**src/rtl/cpu_pkg.sv**
```systemverilog
// cpu_pkg: shared types and constants for the 16-bit CPU front end
package cpu_pkg;
  typedef enum logic [2:0] {IDLE, REQ, WAIT, HOLD, DRAIN} fetch_state_t;
  localparam int OPCODE_MSB = 15;
  localparam int OPCODE_LSB = 13;
  localparam int INST_W = 16;
  localparam int ADDR_W = 16;
  localparam logic [15:0] RESET_PC = 16'h0000;
endpackage

```
**src/rtl/fetch_unit.sv**
```systemverilog
// fetch_unit: owns the PC, fetches one instruction at a time and hands it to decode
import cpu_pkg::*;
module fetch_unit #(
  parameter logic [15:0] RESET_PC = cpu_pkg::RESET_PC,
  parameter int ADDR_W = cpu_pkg::ADDR_W
) (
  input  logic              Clock,
  input  logic              Reset,
  output logic              imem_req,
  output logic [ADDR_W-1:0] imem_addr,
  input  logic [INST_W-1:0] imem_rdata,
  input  logic              imem_rvalid,
  input  logic              redirect,
  input  logic [ADDR_W-1:0] redirect_pc,
  output logic [INST_W-1:0] inst,
  output logic [ADDR_W-1:0] inst_pc,
  output logic              inst_valid,
  input  logic              inst_ready
);
  fetch_state_t state, state_nxt;
  logic [ADDR_W-1:0] pc;
  logic capture;
  always_ff @(posedge Clock or posedge Reset)
    if (Reset) state <= IDLE;
    else state <= state_nxt;
  // a redirect while a request is in flight must wait out the stale response in DRAIN
  always_comb begin
    state_nxt = state;
    case (state)
      IDLE:    state_nxt = REQ;
      REQ:     state_nxt = redirect ? DRAIN : WAIT;
      WAIT:    state_nxt = redirect ? (imem_rvalid ? REQ : DRAIN) : (imem_rvalid ? HOLD : WAIT);
      HOLD:    state_nxt = (redirect || inst_ready) ? REQ : HOLD;
      DRAIN:   state_nxt = imem_rvalid ? REQ : DRAIN;
      default: state_nxt = IDLE;
    endcase
  end
  assign capture = (state == WAIT) && imem_rvalid && !redirect;
  always_ff @(posedge Clock or posedge Reset)
    if (Reset) begin
      pc <= RESET_PC;
      inst <= '0;
      inst_pc <= '0;
    end else begin
      pc <= redirect ? redirect_pc : capture ? pc + ADDR_W'(1) : pc;
      if (capture) begin
        inst <= imem_rdata;
        inst_pc <= pc;
      end
    end
  always_comb begin
    imem_req = state == REQ;
    imem_addr = pc;
    inst_valid = state == HOLD;
  end
endmodule

```
**config.mk**
```make
export PLATFORM = sky130hd
export DESIGN_NAME = fetch_unit
export DESIGN_NICKNAME = d
export VERILOG_FILES = /design/src/rtl/cpu_pkg.sv /design/src/rtl/fetch_unit.sv
export SDC_FILE = /design/constraint.sdc
export NUM_CORES = 1
export LEC_CHECK = 0
export ABC_AREA = 1
export BUFFER_PORTS_ARGS = -buffer_cell sky130_fd_sc_hd__buf_2
export CORE_MARGIN = 2
export CORE_UTILIZATION = 32
export CTS_BUF_LIST = sky130_fd_sc_hd__clkbuf_4 sky130_fd_sc_hd__clkbuf_8 sky130_fd_sc_hd__clkbuf_16
export DETAILED_ROUTE_END_ITERATION = 10
export PLACE_DENSITY_LB_ADDON = 0.1
export SYNTH_ARGS = -nofsm -noshare
export SYNTH_HDL_FRONTEND = slang
export SYNTH_SLANG_ARGS = --single-unit
export TNS_END_PERCENT = 10
```
**constraint.sdc**
```tcl
create_clock -name Clock -period 5.6 [get_ports Clock]
set_input_delay 1.68 -clock Clock [delete_from_list [all_inputs] [get_ports Clock]]
set_output_delay 1.68 -clock Clock [all_outputs]
set_load 0.05 [all_outputs]
```
# ---- After elaboration in Yosys (flattened, before gate mapping)
# Cells that the tools add are included.
dict set report totals {
  word_cells 23
  regBits 51
  in_bits 37
}
dict set report classes {
  reduce_logical 6
  n_eq_ne 4
  n_addsub 1
  mux 8
}
# operator n
set op_table {}
lappend op_table {{$mux W16} 2}
lappend op_table {{$add A16 B1 Y16 const B} 1}
lappend op_table {{$pmux W3 S5} 1}
lappend op_table {{$mux W3} 3}
lappend op_table {{$eq A3 B2 Y1 const B} 2}
lappend op_table {{$eq A3 B1 Y1 const B} 1}
lappend op_table {{$eq A3 B3 Y1 const B} 1}
lappend op_table {{$logic_not A3 Y1} 1}
lappend op_table {{$logic_and A1 B1 Y1} 2}
lappend op_table {{$mux W2} 1}
lappend op_table {{$reduce_bool A2 Y1} 1}
lappend op_table {{$logic_not A1 Y1} 1}
lappend op_table {{$logic_or A1 B1 Y1} 1}
lappend op_table {{$mux W1} 1}

# ---- Depth between registers and ports, before layout
# Gate-level depths: netlist of run 1.
dict set report depth {
  word_depth 5
  mapped_depth 8
  depth_no_buf 8
}

# ---- Worst setup path before layout of run 1
# No wires, ideal clock.
dict set report synth_path {
  path_type {reg-to-output}
  start {register state[2]}
  end {output inst_valid}
  path_stages_with_launch 2
  arrival_ns 1.580
  setup_slack_ns 2.340
  required_time_ns 3.920
  path_cell_list {dfrtp_1 nor3_1}
}
dict set report synth_between {
  elab_chain_len 1
}
# element line_no
set synth_rtl {}
lappend synth_rtl {{start: declaration} fetch_unit.sv:20} ;# fetch_state_t state, state_nxt;
lappend synth_rtl {{start signal: assignment} fetch_unit.sv:25} ;# else state <= state_nxt;
lappend synth_rtl {{$eq A3 B2 Y1} fetch_unit.sv:54} ;# inst_valid = state == HOLD;
lappend synth_rtl {{end: declaration} fetch_unit.sv:17} ;# output logic inst_valid,
# Every way passes these cells.

# ---- Worst setup path in the final report of run 1
dict set report layout_path {
  start {input redirect}
  end {register pc[10], in the netlist imem_addr[10]}
}
dict set report layout_between {
  elab_chain_len 3
  word_cells_on_any_way 4
}
# element line_no
set layout_rtl {}
lappend layout_rtl {{start: declaration} fetch_unit.sv:13} ;# input logic redirect,
lappend layout_rtl {{$logic_not A1 Y1} fetch_unit.sv:38} ;# assign capture = (state == WAIT) && imem_rvalid && !redirect;
lappend layout_rtl {{$logic_and A1 B1 Y1} fetch_unit.sv:38}
lappend layout_rtl {{$reduce_bool A2 Y1 (no source line)} --}
lappend layout_rtl {{end signal: assignment} fetch_unit.sv:45} ;# pc <= redirect ? redirect_pc : capture ? pc + ADDR_W'(1) : pc;
lappend layout_rtl {{end: declaration} fetch_unit.sv:21} ;# logic [ADDR_W-1:0] pc;
# Parallel ways exist; a longest one is shown, timed or not.
# A chain may end at the register's enable or synchronous reset.

==> reports/metrics.csv, run 1 <==
metric,value,unit
outcome,"complete, no violations",
r2r_start,state[2],
setup_viol,0,
syn_area_per_cell,7.57,µm²
synthArstFlopShare,100,%
drv_cap,0,
postCtsHoldBufs,0,
drt-pass1-iter-count,4,
die_height,93.1,µm
clk_latency,0.31,ns
synth_cell_type_count,25,
worstHoldPathCells,2,
cts_buffer_depth,2,
finalCriticalPeriod,3.25,ns
synth_edf_count,0,
critPathKind,in2reg,
worstMarginPinSlew,0.747,ns
drt_drc_violations_left,0,
leakage,1.77,nW
peakVddDrop,228,µV
yosys_register_bits,51,
ios,87,
yosys-top-cells-area,"dfrtp_1 50%, nand2_1 19%, nand3_1 6.1%, inv_1 5.6%, nor2_1 4.7%",
grt_setup_unrepaired,false,
startpoint_type,input port,
path_max_fanout,54,
hold_viol,0,
avgViaCountPerCell,4.43,
syn-num-nets,374,
first_global_vias,2234,
yosysWarnings,0,
grt_overflow,0,
arrival,3.49,ns
synth_common_cells,"132 x nand2_1, 51 x dfrtp_1, 38 x inv_1",
hpwl,4.62,mm
power,1.69,mW
synth-seq-area-share,50.2,%
cts_buffers,5,
p_per_area,537,nW/µm²
gp_congestion,0.787,
r2r.worst_path.cells,5,
cts_setup_buffers,0,
drt.antenna.violating_nets,0,
vias,2319,
grt_pass1_wl,10.9,mm
reg2reg_to,imem_addr[10],
maxSlewViolCount,0,
fp-row-count,32,
syn-instance-count,336,
start_util,32.9,%
cts_root_buffer,clkbuf_8,
synth.most_common_cell,nand2_1,
final.setup.tns,0,ns
hold_path_class,reg2reg,
ys.flop_type,dfrtp_1,
layout.nets,458,
yosysTopAreaCell,dfrtp_1,
htree_levels,2,
routed_wl,6.55,mm
clock_sinks,51,
r2r_setup_slack,3.75,ns
cts.clk_slew.worst_paths,0.09,ns
drive_gt1_share,24.5,%
synthDominantCellAreaShare,50.2,%
grt_max_degree,55,
area_growth,23.9,%
diodes,0,
port_buffers,86,
cts_resized,0,
syn_area,2540,µm²
grt.total_usage,15.7,%
period_share,58.0,%
fin_skew,0.00895,ns
hold_end,inst[2],
drtIter0Drc,128,
fmax,308,MHz
fp.dieW,93.1,µm
die-area,8670,µm²
min_from,inst[2],
tritoncts,built,
core_area,7730,µm²
crit_required,5.84,ns
cp-end-kind,flip-flop,
grt_antenna_before_repair,0,
post_drt_wl_per_cell,12.5,µm
slew_headroom,50.1,%
==> registers in the layout, indices dropped and copies added (netlist names) <==
register   count
inst          16
state          3
imem_addr     16
inst_pc       16
==> layer usage <==
| layer | track usage, % | wire, µm | vias up |
|---|---|---|---|
| met5 | 0 | 0 | - |
| met2 | 23.2 | 2750 | 60 |
| li1 | - | - | 1208 |
| met1 | 23.2 | 3400 | 1046 |
| met3 | 3.79 | 344 | 5 |
| met4 | 4.04 | 58 | 0 |
==> through the flow <==
stage | utilization (%) | hold WS, ns | instances | instance area [µm²] | setup slack, ns
final | 40.8 | 0.478 | 523 | 3150 | 2.35
after global routing | 40.8 | 0.504 | 523 | 3150 | 2.10
after CTS | 40.8 | 0.485 | 523 | 3150 | 2.33
after detailed placement | 39.4 | 0.460 | 515 | 3050 | 2.02
after global placement | 39.4 | 0.459 | 515 | 3050 | 2.08
after floorplan | - | 0.524 | 336 | 2540 | 2.34
==> layout by cell type (no fill, tap or decap) <==
cell type | netlist | routed
nor2_4 | 1 | 1
clkinvlp_4 | 0 | 1
nor2_8 | 1 | 1
buf_2 | 5 | 86
o21ai_0 | 19 | 19
ha_1 | 1 | 1
or2_2 | 1 | 1
a21oi_1 | 4 | 4
nand2_1 | 132 | 132
inv_2 | 1 | 2
o21a_1 | 1 | 1
nor3_1 | 2 | 2
xor2_1 | 1 | 1
nand3_1 | 31 | 31
nor2_1 | 32 | 32
inv_1 | 38 | 37
a22oi_1 | 1 | 1
buf_4 | 0 | 1
nand3_2 | 1 | 1
nand3b_1 | 1 | 1
nand4_4 | 1 | 1
nand4_1 | 5 | 5
dfrtp_1 | 51 | 51
nand3_4 | 1 | 1
clkbuf_8 | 0 | 7
==> logic make-up after synthesis <==
family	Yosys count	synth area share, %
AND/OR/NAND/NOR	209	35.6
flip-flops	51	50.2
buffers and inverters	49	8.22
AO/OA/AOI/OAI	25	5.12
XOR/XNOR	1	0.345
adder cells (fa/ha/maj)	1	0.492
==> worst max path at each step <==
stage | endpoint | cells after the start | slack, ns | startpoint
after floorplan | inst_valid | 1 | 2.34 | state[2]
after global placement | imem_addr[10] | 6 | 2.08 | redirect
after detailed placement | imem_addr[10] | 6 | 2.02 | redirect
after CTS | imem_addr[10] | 6 | 2.33 | redirect
after global routing | imem_addr[0] | 6 | 2.10 | redirect
final | imem_addr[10] | 6 | 2.35 | redirect
==> power by group <==
part           switching, mW  internal [mW]
Sequential            0.0943          0.498
Clock                  0.126          0.113
Combinational          0.673          0.187
==> worst max-delay path, cell delays in order <==
cell and delay (ns):
buf_2 0.25, inv_1 0.38, nand4_4 0.63, nor2_1 0.34
nand2_1 0.08, nand3_1 0.08
==> area by class of cell <==
class | count | area [µm²]
clock inverter | 1 | 7.51
tap | 102 | 128
multi-input combinational | 236 | 1060
fill | 837 | 4580
timing repair buffer | 87 | 438
clock buffer | 7 | 96.3
sequential | 51 | 1280
inverter | 39 | 146
Power figures use the tool's default switching activity.
==> run 2: changes to the inputs <==
==> constraint.sdc (replaced) <==
create_clock -name Clock -period 3.36 [get_ports Clock]
set_input_delay 1.008 -clock Clock [delete_from_list [all_inputs] [get_ports Clock]]
set_output_delay 1.008 -clock Clock [all_outputs]
set_load 0.05 [all_outputs]
==> run 2 against run 1 <==
Clock-buffer cell count fell by 2. Sequential cell count stayed put. Non-clock buffer count up 2. Setup slack lost 1.4 ns. Via count is 0.91% lower. Wire length barely moved. Clock power grew 46%. Die area stayed put. Critical path depth grew 1. Power rose by 64%. Critical path type unchanged.
==> reports/metrics.csv, run 2 (same netlist as run 1, synthesis figures left out) <==
metric,value,unit
outcome,"complete, no violations",
fp.dieW,93.1,µm
maxSlewViolCount,0,
port_buffers,86,
path_cells,buf_2 -> inv_1 -> nand4_4 -> buf_4 -> nor2_1 -> nand2_1 -> nand3_1,
post_drt_wl_per_cell,12.5,µm
cts_buffer_depth,2,
power,2.77,mW
ios,87,
cp-end-kind,flip-flop,
cp_slowest_cell,buf_4,
postLayoutCoreUtil,40.7,%
grt_setup_unrepaired,false,
cts_resized,0,
avgViaCountPerCell,4.39,
grt.total_usage,15.7,%
cts.clk_slew.worst_paths,0.09,ns
die-area,8670,µm²
grt_antenna_before_repair,0,
final_cell_mix,"132 x nand2_1, 86 x buf_2, 51 x dfrtp_1",
area_growth,23.6,%
clock_sinks,51,
drive_gt1_share,24.6,%
peakVddDrop,422,µV
tritoncts,built,
drv_cap,0,
first_global_vias,2227,
drt.antenna.violating_nets,0,
whs,0.480,ns
mostFrequentLayoutCell,nand2_1,
hold_path_class,reg2reg,
leakage,1.77,nW
postCtsHoldBufs,0,
hold_viol,0,
drt_drc_violations_left,0,
cts_buffers,5,
cpPeakStageDelay,0.39,ns
drtIter0Drc,76,
startpoint_type,input port,
cts_setup_buffers,0,
fin_skew,0.00575,ns
slew_headroom,70.5,%
grt_overflow,0,
drt-pass1-iter-count,4,
period_share,71.9,%
finalCriticalPeriod,2.42,ns
clk_latency,0.30,ns
hpwl,4.84,mm
worstMarginPinSlew,0.442,ns
final_area,3140,µm²
placed_area,3060,µm²
fmax,414,MHz
start_util,32.9,%
arrival,2.61,ns
core_area,7730,µm²
critPathKind,in2reg,
routed_wl,6.55,mm
setup_viol,0,
htree_levels,2,
grt_pass1_wl,10.8,mm
fillers,846,
vias,2298,
cts_root_buffer,clkbuf_8,
diodes,0,
fp-row-count,32,
path_max_fanout,42,
layout.nets,460,
die_height,93.1,µm
grt_max_degree,43,
final.setup.tns,0,ns
gp_congestion,0.805,
crit_required,3.55,ns
p_per_area,880,nW/µm²
## run 2: path summary, 6_finish.rpt
check,from,endpoint,slack (ns),depth (start not counted)
worst max-delay path,redirect,imem_addr[13],0.94,7
worst min-delay path,inst[4],inst[4],0.48,2
worst max register to register,imem_addr[0],imem_addr[8],1.65,6
worst min register to register,inst[4],inst[4],0.48,2
max in group asynchronous,Reset,inst[7],2.15,3
min in group asynchronous,Reset,inst_pc[5],0.64,2
## run 2: stage by stage
stage	worst slack (ns)	instances
2_1_floorplan	0.772	336
3_3_place_gp	0.640	517
3_5_place_dp	0.571	517
4_1_cts	0.894	524
5_1_grt	0.707	524
6_report	0.943	524
## run 2: worst max-delay path: cells and delay by family
family | cells | cell delay [ns]
buffers and inverters | 3 | 1.07
AND/OR/NAND/NOR | 4 | 0.50
## run 2: final cells by class
type	instances	area, µm²	area share [%]
clock buffers	5	68.8	2.19
clock inverters	2	13.8	0.438
inverters	39	146	4.66
multi-input cells	236	1060	33.6
flip-flops and latches	51	1280	40.6
well taps	102	128	4.06
repair buffers	89	453	14.4
## run 2: power by group
group | leakage [nW] | switching, mW | internal (mW) | total (mW)
sequential | 0.639 | 0.157 | 0.829 | 0.986
combinational | 1.09 | 1.12 | 0.315 | 1.43
clock | 0.0440 | 0.205 | 0.143 | 0.348
## run 2: per-layer routing
layer | wire [µm] | global-route usage [%] | vias to the layer above
li1 | - | - | 1214
met1 | 3280 | 22.4 | 1020
met2 | 2860 | 24.0 | 57
met3 | 341 | 3.63 | 7
met4 | 70 | 4.29 | 0
met5 | 0 | 0 | -
